$ cat src/rtl/div32_seq.sv
// Sequential restoring divider controller driving an external 32-bit add/sub unit.
// Optional signed support is enabled with `define DIV32_SIGNED_EN (adds signed_op port and FIX state).
module div32_seq #(
  parameter int WIDTH = 32,
  parameter int CNT_W = 6
) (
  input  logic             clk,
  input  logic             rst_n,
  input  logic             start,
  input  logic [WIDTH-1:0] dividend,
  input  logic [WIDTH-1:0] divisor,
`ifdef DIV32_SIGNED_EN
  input  logic             signed_op,
`endif
  output logic             busy,
  output logic             done,
  output logic             div_zero,
  output logic [WIDTH-1:0] quotient,
  output logic [WIDTH-1:0] remainder,
  output logic [WIDTH-1:0] add_a,
  output logic [WIDTH-1:0] add_b,
  output logic             add_sub,
  input  logic [WIDTH-1:0] add_s,
  input  logic             add_co
);

`ifdef DIV32_SIGNED_EN
  typedef enum logic [1:0] {IDLE, CALC, FIX} state_t;
`else
  typedef enum logic [1:0] {IDLE, CALC} state_t;
`endif

  state_t           state;
  logic [WIDTH-1:0] r, q, d;
  logic [CNT_W-1:0] cnt;
  logic [WIDTH-1:0] shifted, r_next, q_next;
  logic             take;
  logic             last_iter;
  logic             sign_fix;

`ifdef DIV32_SIGNED_EN
  logic sgn, neg_q, neg_r;
  assign sign_fix = sgn;

  function automatic logic [WIDTH-1:0] mag(input logic [WIDTH-1:0] v, input logic en);
    return (en && v[WIDTH-1]) ? ('0 - v) : v;
  endfunction
`else
  assign sign_fix = 1'b0;
`endif

  // A set top bit of R means the shifted partial remainder is >= 2^W > D,
  // so the subtraction is always taken and the W-bit difference is exact.
  assign shifted   = {r[WIDTH-2:0], q[WIDTH-1]};
  assign take      = r[WIDTH-1] | ~add_co;
  assign r_next    = take ? add_s : shifted;
  assign q_next    = {q[WIDTH-2:0], take};
  assign last_iter = (cnt == CNT_W'(WIDTH - 1));

  always_comb begin
    add_a   = '0;
    add_b   = '0;
    add_sub = 1'b0;
    case (state)
      CALC: begin
        add_a   = shifted;
        add_b   = d;
        add_sub = 1'b1;
      end
`ifdef DIV32_SIGNED_EN
      FIX: begin
        add_b   = cnt[0] ? r : q;
        add_sub = 1'b1;
      end
`endif
      default: ;
    endcase
  end

  always_ff @(posedge clk or negedge rst_n) begin
    if (!rst_n) begin
      state     <= IDLE;
      busy      <= 1'b0;
      done      <= 1'b0;
      div_zero  <= 1'b0;
      quotient  <= '0;
      remainder <= '0;
      r         <= '0;
      q         <= '0;
      d         <= '0;
      cnt       <= '0;
`ifdef DIV32_SIGNED_EN
      sgn       <= 1'b0;
      neg_q     <= 1'b0;
      neg_r     <= 1'b0;
`endif
    end else begin
      done <= 1'b0;
      case (state)
        IDLE: begin
          if (start) begin
            if (divisor == '0) begin
              done      <= 1'b1;
              div_zero  <= 1'b1;
              quotient  <= '1;
              remainder <= dividend;
            end else begin
              r     <= '0;
              cnt   <= '0;
              busy  <= 1'b1;
              state <= CALC;
`ifdef DIV32_SIGNED_EN
              q     <= mag(dividend, signed_op);
              d     <= mag(divisor, signed_op);
              sgn   <= signed_op;
              neg_q <= signed_op & (dividend[WIDTH-1] ^ divisor[WIDTH-1]);
              neg_r <= signed_op & dividend[WIDTH-1];
`else
              q     <= dividend;
              d     <= divisor;
`endif
            end
          end
        end
        CALC: begin
          r   <= r_next;
          q   <= q_next;
          cnt <= cnt + CNT_W'(1);
          if (last_iter) begin
            if (sign_fix) begin
`ifdef DIV32_SIGNED_EN
              cnt   <= '0;
              state <= FIX;
`endif
            end else begin
              quotient  <= q_next;
              remainder <= r_next;
              done      <= 1'b1;
              div_zero  <= 1'b0;
              busy      <= 1'b0;
              state     <= IDLE;
            end
          end
        end
`ifdef DIV32_SIGNED_EN
        // Quotient is fixed into Q first so both results publish together with done.
        FIX: begin
          if (!cnt[0]) begin
            q   <= neg_q ? add_s : q;
            cnt <= cnt + CNT_W'(1);
          end else begin
            quotient  <= q;
            remainder <= neg_r ? add_s : r;
            done      <= 1'b1;
            div_zero  <= 1'b0;
            busy      <= 1'b0;
            state     <= IDLE;
          end
        end
`endif
        default: state <= IDLE;
      endcase
    end
  end

endmodule
$ cat config.mk
export PLATFORM = sky130hd
export DESIGN_NAME = div32_seq
export DESIGN_NICKNAME = d
export VERILOG_FILES = /design/src/rtl/div32_seq.sv
export SDC_FILE = /design/constraint.sdc
export NUM_CORES = 1
export LEC_CHECK = 0
export ABC_AREA = 1
export BUFFER_PORTS_ARGS = -buffer_cell sky130_fd_sc_hd__buf_2
export CORE_ASPECT_RATIO = 0.7
export CORE_MARGIN = 1.5
export CORE_UTILIZATION = 49
export CTS_BUF_LIST = sky130_fd_sc_hd__clkbuf_8
export CTS_CLUSTER_SIZE = 24
export DETAILED_ROUTE_END_ITERATION = 8
export GPL_TIMING_DRIVEN = 0
export PLACE_DENSITY = 0.75
export SLEW_MARGIN = 20
export SYNTH_ARGS = -nofsm -noshare
export SYNTH_HDL_FRONTEND = slang
export SYNTH_SLANG_ARGS = --single-unit
$ cat constraint.sdc
create_clock -name clk -period 1.4 [get_ports clk]
set_input_delay 0.07 -clock clk [delete_from_list [all_inputs] [get_ports clk]]
set_output_delay 0.07 -clock clk [all_outputs]
set_load 0.01 [all_outputs]
## Word-level counts from Yosys, hierarchy flattened

Cells that the tools add are included.
Widths: inputs -> output; s select.

| word-level totals | value |
|---|---|
| flip-flop bits (word level) | 171 |
| latch bits | 0 |
| memory bits (writable) | 0 |
| bits in read-only memories | 0 |
| input bits | 100 |
| output and inout bits | 132 |
| word-level logic and storage cells | 64 |
| memories kept | 0 |

| operators by class | value |
|---|---|
| add/sub/neg operators | 1 |
| multiply operators | 0 |
| divide/modulo/power cells | 0 |
| order comparisons | 0 |
| eq/ne operators | 6 |
| shift operators | 0 |
| multiplexer cells | 36 |
| bitwise gates (word level) | 3 |
| reduce and logical (&&, ||, !) cells | 8 |

Operators with widths:

| kind | count |
|---|---|
| $mux 32 | 13 |
| $pmux 32 s2 | 4 |
| $logic_not 32->1 | 1 |
| $mux 6 | 2 |
| $pmux 6 s2 | 1 |
| $mux 1 | 9 |
| $reduce_and 3->1 | 3 |
| $ne 2x2->1 const B | 4 |
| $reduce_and 4->1 | 2 |
| $add 6x1->6 const B | 1 |
| $eq 6x5->1 const B | 1 |
| $mux 2 | 3 |
| $pmux 1 s2 | 3 |
| $pmux 2 s2 | 1 |
| $eq 2x1->1 const B | 1 |
| $logic_not 2->1 | 1 |
| $not 1->1 | 2 |
| $reduce_bool 2->1 | 1 |
| $or 1x1->1 | 1 |

## Depth between registers and ports, before layout

Gate-level depths: netlist (run 1).

| depth | value |
|---|---|
| depth in word-level cells | 5 |
| mapped depth | 11 |
| gate-level depth less buffers | 9 |

## Worst setup path after synthesis (run 1)

Ideal clock, no wire load.

| path | value |
|---|---|
| kind | register to register |
| from | register cnt[0] |
| to | register quotient[13] |
| library setup time | 0.066 ns |
| arrival time | 1.470 ns |
| data required time | 1.334 ns |
| slack | -0.135 ns |
| cell stages (with the launch flop) | 9 |
| path buffers | 2 |
| period minus slack after synthesis | 1.535 ns |
| path through | dfrtp_1 -> ha_1 -> nand3_1 -> nor2_1 -> nand3_1 -> buf_2 -> buf_1 -> nand3_1 -> nand2_1 |

| on the way | value |
|---|---|
| cells in the longest elaborated chain, start to end | 3 |

RTL lines:

| element | line | source |
|---|---|---|
| start: declaration | 35 | `logic [CNT_W-1:0] cnt;` |
| start signal: assignment | 128 | `cnt <= cnt + CNT_W'(1);` |
| $eq 6x5->1 | 58 | `assign last_iter = (cnt == CNT_W'(WIDTH - 1));` |
| $ne 2x2->1 (no line) | n/a |  |
| $reduce_and 4->1 (no line) | n/a |  |
| end signal: assignment | 136 | `quotient <= q_next;` |
| end: declaration | 18 | `output logic [WIDTH-1:0] quotient,` |

No other way between the ends.
A chain may end at the register's enable or synchronous reset.

## Worst setup path after layout (run 1)

| path | value |
|---|---|
| from | register cnt[1] |
| to | register quotient[20] |

The elaborated chain is that of the path after synthesis.

==> reports/metrics.cfg, run 1 <==
[synthesis]
synth_top_cell_by_area = dfrtp_1
ys_seq_elements = 169
syn_area_per_cell_um2 = 7.585
synth_cell_type_count = 23
synth_fa_ha_area_frac = 0.001517
synthesis.nets = 1188
netlist_instances = 1087
ys.warnings.count = 0
synth.yosys.seq_area_share = 0.5129
synth-compound-area-share = 0.06176
synthXorXnorAreaFrac = 0
yosys.area_share.simple = 0.3267
syn-cell-area_um2 = 8245
synth_top_family_by_area = simple AND/OR/NAND/NOR gates
synth-edff-count = 0
muxShareOfSynthArea = 0
ys.flop_type = dfrtp_1
async_flop_share = 1.000
netlist.area_leader.share = 0.5129
synth.area.top_cells = dfrtp_1, nand2_1, nand3_1

[global_routing]
grt_pass1_wl_mm = 47.10
grt_pass1_vias = 9004
grt_max_degree = 97
grtUsageTotal = 0.3479
grt_overflow = 0
grt_antenna_before_repair = 1

[floorplan]
ios = 232
die_h_um = 111.5
dieArea_um2 = 17630
rows = 39
fp.dieW_um = 158.0
core_area_um2 = 16400
initial_core_util = 0.5029

[sta]
max_freq_mhz = 581.5
period_share = 1.228
setup_viol = 200
tightestPinTransition_ns = 0.5807
fin_ws_ns = -0.3196
hold_viol = 0
fin_hold_ws_ns = 0.01337
period_needed_ns = 1.720
relSlewSlack = 0.6129
drv_slew = 0
finalClockSkew_ns = 0.01351
rsz0062_at_grt = true

[hold_path]
worstHoldPathType = in -> reg

[clock_tree]
cts_root_buffer = clkbuf_8
htree_levels = 4
clk_latency_ns = 0.48
clockBufferDepth = 2
clock-sinks = 169
cts_tree = built
numCtsBuffers = 17
path_clk_slew_ns = 0.10

[final_layout]
drive_gt1_frac = 0.4248
area_delta_synth_final_pct = 61.44
fin_util = 0.8119
final_area_um2 = 13310
n_fill_cell = 987
final_nets = 1579

[power]
power.static_leakage_nw = 7.277
ir_worst_vdd_mv = 0.8049
power_density_nw_per_um2 = 1467

[routing]
wl_per_cell_um = 19.18
met3_length_mm = 3.351
final_antenna_net_count = 0
vias_per_cell = 5.587
top_layer = met4
drt-total-wl_mm = 32.91
drt_iter0_drc = 1140
route.detailed.drc = 0
wl_met1_mm = 13.05
wl_met2_mm = 15.06
drtPass1Iterations = 5
via_count = 9588

[outcome]
status = finished, violations left
violations = setup timing

[placed_design]
place.gp.congestion = 0.8792
dp_slack_ns = -0.5538
dpl-instance-area_um2 = 9757
dpl.hpwl_mm = 17.43
io_buffers = 231

[setup_path]
startpoint_type = flop
critPathKind = reg -> reg
end_kind = flop
crit_arrival_ns = 2.13
critical_path_required_ns = 1.81
crit_fanout = 6

[job]
cap_viol_max_count = 0

report_power, final:
part | total [mW] | switching, mW | internal, mW
logic | 8.75 | 4.73 | 4.03
clock network | 3.22 | 1.99 | 1.23
registers | 7.55 | 1.29 | 6.26
total | 19.5 | 8.01 | 11.5
flip-flops by register name (all words and copies together), names as in the netlist, 6 cells and up:
register	flops
r	32
remainder	32
q	32
d	32
quotient	32
cnt	6
cells in the final DEF (no fill, tap or decap), types with 4 or more instances in the layout:
master         count
nand3_2           36
dlygate4sd3_1     92
clkbuf_8          18
o21ai_1           10
nand2_4           48
buf_6             68
buf_8             28
o21ai_0           37
nor2_1            20
inv_6              4
inv_1             59
buf_4             28
a22oi_1            5
buf_12            10
clkinv_2           5
clkbuf_2           6
inv_2             45
nand2_1          365
buf_16             6
buf_2            189
nand3_1           94
a22oi_2           27
dfrtp_1          169
nand2_2           75
nor2_4             5
clkbuf_16          9
or2_2             13
repair_timing:
item,4_1_cts,5_1_grt
gates resized for setup,291,203
hold endpoints to repair,188,0
hold buffers,92,0
setup endpoints to repair,231,227
gates cloned,16,2
pin swaps,12,37
setup buffers,33,7
Yosys cell counts, types with 4 or more instances:
cell type,number
inv_1,103
buf_6,11
nand2_1,485
nand2_2,4
o21ai_0,45
buf_4,12
a22oi_1,32
buf_2,16
buf_1,7
dfrtp_1,169
clkbuf_1,24
or2_2,13
nand3_1,132
nor2_1,22
final cells by class:
| type | instances | area [um2] | share of cell area |
|---|---|---|---|
| repair buffers | 375 | 3083 | 0.2316 |
| clock inverters | 14 | 101.3 | 0.007613 |
| clock buffers | 17 | 234.0 | 0.01758 |
| diodes | 1 | 2.502 | 0.0001880 |
| well taps | 225 | 281.5 | 0.02115 |
| flip-flops and latches | 169 | 4229 | 0.3177 |
| plain buffers | 67 | 840.8 | 0.06316 |
| inverters | 104 | 390.4 | 0.02933 |
| multi-input cells | 744 | 4149 | 0.3117 |
per-layer routing:
metal / up-vias / global-route usage
li1: 4168 / -
met4: 0 / 0.1190
met3: 158 / 0.07980
met2: 712 / 0.5415
met1: 4550 / 0.4804
met5: - / 0
path summary, 6_finish.rpt:
kind	from	endpoint	slack, ns	cells past startpoint
min in group asynchronous	rst_n	quotient[23]	0.14	2
hold / removal	dividend[31]	remainder[31]	0.01	5
setup / recovery	cnt[1]	quotient[20]	-0.32	10
hold reg to reg	d[31]	d[31]	0.48	2
setup reg to reg	cnt[1]	quotient[20]	-0.32	10
max in group asynchronous	rst_n	d[24]	0.40	3
stage by stage:
step | total power [mW] | TNS [ns] | instances
6_report | 19.53 | -39.58 | 1716
5_1_grt | 20.48 | -49.43 | 1716
4_1_cts | 17.77 | -27.20 | 1716
3_5_place_dp | 12.99 | -72.61 | 1544
3_3_place_gp | 12.82 | -483.25 | 1543
2_1_floorplan | 10.78 | -0.4219 | 1087
critical path, stage by stage (launching register included):
cell	delay, ns
dfrtp_1	0.38
ha_2	0.23
nand3_4	0.10
nor2_4	0.14
nand3_4	0.15
nand2_4	0.13
buf_12	0.15
buf_12	0.12
buf_8	0.12
nand2_2	0.05
nand2_1	0.07
kinds of logic after synthesis:
kind of cell	count (synthesis)
AOI/OAI and AO/OA	84
buffers and inverters	174
and+or+nand+nor	659
adders and majority gates	1
DFF	169
Power figures use the tool's default switching activity.
==> run 2: changes to the inputs <==
- TNS_END_PERCENT: default -> 1
==> run 2 against run 1 <==
The run still ends with setup timing left. Maximum frequency grew 2.2%. Wire length shrank 17%. Sequential power shrank 3.6%. Largest power group is now registers. Final cell count shrank 1.9%. Utilization shrank 8.6 points. Largest cell class unchanged. Die area is the same. Via count shrank 9.3%. Sequential share of layout area grew 3.8 points. Register-to-register slack gained 0.07 ns. Setup slack gained 0.037 ns. Global-route usage shrank 3.3 points. Cell area shrank 11%.
==> reports/metrics.cfg, run 2 (same netlist as run 1, synthesis figures left out) <==
[floorplan]
die_h_um = 111.5  ; unchanged
initial_core_util = 0.5029  ; unchanged
core_area_um2 = 16400  ; unchanged
dieArea_um2 = 17630  ; unchanged
ios = 232  ; unchanged
rows = 39  ; unchanged
fp.dieW_um = 158.0  ; unchanged

[sta]
tightestPinTransition_ns = 0.6746  ; was 0.5807 ns
period_share = 1.202  ; was 1.228
drv_slew = 0  ; unchanged
max_freq_mhz = 594.4  ; was 581.5 MHz
hold_viol = 0  ; unchanged
rsz0062_at_grt = true  ; unchanged
period_needed_ns = 1.682  ; was 1.720 ns
fin_ws_ns = -0.2824  ; was -0.3196 ns
relSlewSlack = 0.5502  ; was 0.6129
setup_viol = 190  ; was 200
finalClockSkew_ns = 0.01431  ; was 0.01351 ns

[final_layout]
layout_common_cells = nand2_1, buf_2, dfrtp_1, nand3_1, dlygate4sd3_1  ; unchanged
layout_commonest_cell = nand2_1  ; unchanged
fin_util = 0.7257  ; was 0.8119
diodes = 0  ; was 1
drive_gt1_frac = 0.2990  ; was 0.4248
final_nets = 1546  ; was 1,579
n_fill_cell = 1274  ; was 987
fin_cells = 1683  ; was 1,716
area_delta_synth_final_pct = 44.31  ; was 61.44%

[hold_path]
min_to = q[27]  ; was remainder[31]
worstHoldPathType = in -> reg  ; unchanged
hold_depth = 5  ; unchanged
min_from = dividend[27]  ; was dividend[31]

[routing]
met3_length_mm = 2.259  ; was 3.351 mm
top_layer = met4  ; unchanged
via_count = 8698  ; was 9,588
wl_met2_mm = 12.04  ; was 15.06 mm
drtPass1Iterations = 5  ; unchanged
wl_met1_mm = 12.51  ; was 13.05 mm
route.detailed.drc = 0  ; unchanged
wl_per_cell_um = 16.26  ; was 19.18 um
vias_per_cell = 5.168  ; was 5.587
drt_iter0_drc = 798  ; was 1,140
final_antenna_net_count = 0  ; unchanged
drt-total-wl_mm = 27.37  ; was 32.91 mm

[clock_tree]
cts_tree = built  ; unchanged
cts_root_buffer = clkbuf_8  ; unchanged
clk_latency_ns = 0.47  ; was 0.48 ns
numCtsBuffers = 17  ; unchanged
htree_levels = 4  ; unchanged
path_clk_slew_ns = 0.09  ; was 0.10 ns
clock-sinks = 169  ; unchanged
clockBufferDepth = 2  ; unchanged

[setup_path]
r2r_end = remainder[27]  ; was quotient[20]
crit_arrival_ns = 1.61  ; was 2.13 ns
critical_path_required_ns = 1.33  ; was 1.81 ns
end_kind = output port  ; was flop
max_stage_delay_ns = 0.40  ; was 0.38 ns
critPathKind = reg -> out  ; was reg -> reg
crit_top_cell = clkbuf_16
ff2ff_setup_slack_ns = -0.25  ; was -0.32 ns
reg2reg_depth = 8  ; was 10
crit_slowest_cell = dfrtp_1  ; unchanged
startpoint_type = flop  ; unchanged
r2r_start = busy  ; was cnt[1]
path_cells = buf_6, clkbuf_16, clkbuf_16, nand2_2, inv_1, buf_2  ; was ha_2, nand3_4, nor2_4, nand3_4, nand2_4, buf_12, buf_12, buf_8, nand2_2, nand2_1
crit_fanout = 8  ; was 6

[power]
power_density_nw_per_um2 = 1524  ; was 1467 nW/um2
total_power_mw = 18.13  ; was 19.53 mW
ir_worst_vdd_mv = 0.7287  ; was 0.8049 mV
power.static_leakage_nw = 6.678  ; was 7.277 nW

[global_routing]
grt_max_degree = 87  ; was 97
grt_overflow = 0  ; unchanged
grt_pass1_wl_mm = 42.71  ; was 47.10 mm
grt_pass1_vias = 8188  ; was 9,004
grtUsageTotal = 0.3150  ; was 0.3479
grt_antenna_before_repair = 0  ; was 1

[placed_design]
dpl.hpwl_mm = 17.17  ; was 17.43 mm
dp.cells = 1544  ; unchanged
io_buffers = 231  ; unchanged
place.gp.congestion = 0.8820  ; was 0.8792

[outcome]
status = finished, violations left  ; unchanged
violations = setup timing  ; unchanged

[job]
cap_viol_max_count = 0  ; unchanged

## run 2: changes by cell type in the layout (fill, tap and decap cells not counted), sizes merged
cell | before | now
clkinv | 8 | 3
inv | 108 | 109
clkbuf | 38 | 41
diode | 1 | 0
buf | 329 | 293
bufinv | 0 | 3
dlygate4sd3 | 92 | 94
## run 2: where the power goes
part | leakage, nW | switching (mW) | internal (mW) | total [mW]
combinational | 4.45 | 3.80 | 3.25 | 7.05
clock | 0.215 | 1.92 | 1.88 | 3.80
sequential | 2.01 | 1.02 | 6.26 | 7.28
total | 6.68 | 6.74 | 11.4 | 18.1
## run 2: layout make-up
class / instances / area [um2] / share of cell area
Tap cell: 225 / 281.5 / 0.02366
Clock buffer: 19 / 261.5 / 0.02198
Clock inverter: 13 / 166.4 / 0.01399
Multi-Input combinational cell: 744 / 3417 / 0.2872
Sequential cell: 169 / 4229 / 0.3554
Inverter: 104 / 390.4 / 0.03281
Timing Repair Buffer: 339 / 2434 / 0.2045
Buffer: 70 / 719.4 / 0.06046
## run 2: worst max-delay path by stage
stage                     startpoint             to  cells past startpoint
after detailed placement        busy       add_a[8]                      6
after floorplan                 busy          q[11]                      7
after global routing            busy  remainder[28]                      8
after global placement         rst_n       div_zero                      1
after CTS                       busy      add_a[17]                      6
final                           busy       add_b[5]                      6
## run 2: routing by layer
metal,vias up,track usage
li1,4112,-
met1,4093,0.4635
met2,444,0.4690
met3,49,0.06890
met4,0,0.08847
met5,-,0
## run 2: worst max-delay path: cells and delay by family, from the launching register on
family / cells / cell delay [ns]
and+or+nand+nor: 1 / 0.06
DFF: 1 / 0.40
buffers and inverters: 5 / 0.69
## run 2: stage by stage
| stage | area (um2) | TNS [ns] | hold WS [ns] | worst slack (ns) |
|---|---|---|---|---|
| after global placement | 9691 | -485.98 | 0.3068 | -2.441 |
| after floorplan | 8253 | -2.267 | -0.2256 | -0.04235 |
| after CTS | 11670 | -28.77 | 0.01215 | -0.2697 |
| final | 11900 | -26.25 | 0.02946 | -0.2824 |
| after detailed placement | 9728 | -82.62 | 0.1138 | -0.6263 |
| after global routing | 11900 | -38.88 | 0.05251 | -0.3251 |
## run 2: what timing repair did
action / 4_1_cts / 5_1_grt
resized for setup: 126 / 85
hold buffers: 94 / 0
pin swaps: 2 / 0
endpoints found under the setup margin: 231 / 205
cloned: 6 / 0
buffers inserted: 7 / 0
endpoints found under the hold margin: 193 / 0
==> run 3: changes to the inputs <==
- CORE_UTILIZATION: 49 -> 50
- PLACE_DENSITY: 0.75 -> 0.73
- clock period: 1.4 -> 1.6 ns (I/O delays scaled with it)
==> run 3 against run 2 <==
The run still ends with setup timing left. Worst hold slack lost 0.0058 ns. Sequential share of layout area grew 0.46 points. Via count shrank 0.61%. Utilization down 0.068 points. Combinational power fell by 18%. Clock-buffer cell count stayed put. Die area shrank 2.0%. Clock skew fell by 0.00061 ns. Total power shrank 14%. First-iteration DRC count down 11%. Cell area decreased by 1.3%. Critical endpoint is now add_b[1].
==> reports/metrics.cfg, run 3 (same netlist as run 1, synthesis figures left out) <==
[outcome]
status = finished, violations left  ; unchanged
violations = setup timing  ; unchanged

[sta]
finalClockSkew_ns = 0.01370  ; was 0.01431 ns
rsz0062_at_grt = true  ; unchanged
period_needed_ns = 1.686
drv_slew = 0  ; unchanged
hold_viol = 0  ; unchanged
fin_hold_ws_ns = 0.02366  ; was 0.02946 ns
relSlewSlack = 0.5234  ; was 0.5502
setup_viol = 69  ; was 190
tns_ns = -2.786  ; was -26.25 ns
fin_ws_ns = -0.08566  ; was -0.2824 ns
period_share = 1.054
max_freq_mhz = 593.2
tightestPinTransition_ns = 0.7149  ; was 0.6746 ns

[routing]
via_count = 8645  ; was 8,698
drt-total-wl_mm = 26.93  ; was 27.37 mm
drtPass1Iterations = 6  ; was 5
wl_per_cell_um = 15.99  ; was 16.26 um
final_antenna_net_count = 0  ; unchanged
vias_per_cell = 5.134  ; was 5.168
drt_iter0_drc = 713  ; was 798
route.detailed.drc = 0  ; unchanged

[setup_path]
end_kind = output port  ; unchanged
critPathKind = reg -> out  ; unchanged
crit_fanout = 10  ; was 8
max_stage_delay_ns = 0.42  ; was 0.40 ns
crit_slowest_cell = dfrtp_1  ; unchanged
crit_arrival_ns = 1.61  ; about the same
critical_path_required_ns = 1.52  ; was 1.33 ns
crit_buf_inv = 5  ; unchanged
startpoint_type = flop  ; unchanged
cp_top_family = buffers and inverters  ; unchanged
path_cells = buf_6, clkbuf_16, buf_8, nand2_1, inv_1, buf_6  ; was buf_6, clkbuf_16, clkbuf_16, nand2_2, inv_1, buf_2
crit_top_cell = buf_6  ; was clkbuf_16

[power]
power.static_leakage_nw = 6.672  ; was 6.678 nW
total_power_mw = 15.51  ; was 18.13 mW
power_density_nw_per_um2 = 1320  ; was 1524 nW/um2
ir_worst_vdd_mv = 0.6711  ; was 0.7287 mV

[clock_tree]
cts_root_buffer = clkbuf_8  ; unchanged
cts_tree = built  ; unchanged
path_clk_slew_ns = 0.09  ; about the same
clockBufferDepth = 2  ; unchanged
numCtsBuffers = 17  ; unchanged
htree_levels = 4  ; unchanged
clock-sinks = 169  ; unchanged
clk_latency_ns = 0.46  ; was 0.47 ns

[final_layout]
fin_cells = 1684  ; was 1,683
final_area_um2 = 11750  ; was 11,900 um2
layout_commonest_cell = nand2_1  ; unchanged
layout_common_cells = nand2_1, buf_2, dfrtp_1, nand3_1, inv_1  ; was nand2_1, buf_2, dfrtp_1, nand3_1, dlygate4sd3_1
drive_gt1_frac = 0.2798  ; was 0.2990
n_fill_cell = 1292  ; was 1,274
final_nets = 1547  ; was 1,546
fin_util = 0.7251  ; was 0.7257
area_delta_synth_final_pct = 42.46  ; was 44.31%

[floorplan]
dieArea_um2 = 17280  ; was 17,630 um2
rows = 39  ; unchanged
core_area_um2 = 16200  ; was 16,400 um2
fp.dieW_um = 156.5  ; was 158.0 um
initial_core_util = 0.5090  ; was 0.5029
ios = 232  ; unchanged
die_h_um = 110.4  ; was 111.5 um

[placed_design]
dpl.hpwl_mm = 17.10  ; was 17.17 mm
io_buffers = 231  ; unchanged
dpl-instance-area_um2 = 9721  ; was 9728 um2
place.gp.congestion = 0.9092  ; was 0.8820
dp_slack_ns = -0.4681  ; was -0.6263 ns
dp.cells = 1544  ; unchanged

[hold_path]
worstHoldPathType = in -> reg  ; unchanged

[global_routing]
grt_pass1_wl_mm = 41.74  ; was 42.71 mm
grt_overflow = 0  ; unchanged
grt_antenna_before_repair = 1  ; was 0
grtUsageTotal = 0.3097  ; was 0.3150
grt_pass1_vias = 8095  ; was 8,188
grt_max_degree = 95  ; was 87

[job]
cap_viol_max_count = 0  ; unchanged

[run 3: changes by cell type in the layout (fill, tap and decap cells not counted), sizes merged]
cell,change
dlymetal6s4s,+2
clkbuf,+2
diode,+1
dlygate4sd3,-2
buf,-1
clkinv,+2
bufinv,+1
inv,-4
[run 3: repair_timing]
item	CTS	global route
gates cloned	0	7
setup endpoints to repair	228	230
hold buffers	94	0
pin swaps	0	13
hold endpoints to repair	198	0
gates resized for setup	52	111
setup buffers	4	4
[run 3: final cells by class]
cell class	instances	area [um2]	area share
Clock inverter	12	175.2	0.01491
Tap cell	225	281.5	0.02397
Multi-Input combinational cell	744	3381	0.2878
Inverter	104	390.4	0.03323
Clock buffer	19	261.5	0.02226
Sequential cell	169	4229	0.3600
Buffer	70	666.9	0.05677
Antenna cell	1	2.502	0.0002130
Timing Repair Buffer	340	2359	0.2008
[run 3: path summary, 6_finish.rpt]
| kind | from | end | slack [ns] | depth (start not counted) |
|---|---|---|---|---|
| hold / removal | dividend[31] | remainder[31] | 0.02 | 5 |
| setup reg to reg | busy | remainder[0] | -0.04 | 8 |
| max in group asynchronous | rst_n | d[27] | 0.53 | 3 |
| hold reg to reg | q[15] | q[15] | 0.48 | 2 |
| min in group asynchronous | rst_n | quotient[27] | 0.24 | 2 |
| setup / recovery | busy | add_b[1] | -0.09 | 6 |
[run 3: metal layers]
layer | routed length, um | part of all wire | vias up | GRT usage
li1 | - | - | 4102 | -
met1 | 12320 | 0.46 | 4107 | 0.4500
met2 | 11960 | 0.44 | 397 | 0.4658
met3 | 2116 | 0.079 | 39 | 0.06593
met4 | 535 | 0.020 | 0 | 0.09270
met5 | 0 | 0 | - | 0
[run 3: worst min-delay path: cells and delay by family]
| family | cells | cell delay, ns |
|---|---|---|
| compound gates | 1 | 0.14 |
| simple gates | 2 | 0.10 |
| buf+inv | 2 | 0.14 |
[run 3: power breakdown]
part | switching, mW | internal, mW | total (mW)
Sequential | 0.852 | 5.48 | 6.33
Clock | 1.60 | 1.77 | 3.37
Combinational | 3.23 | 2.58 | 5.80
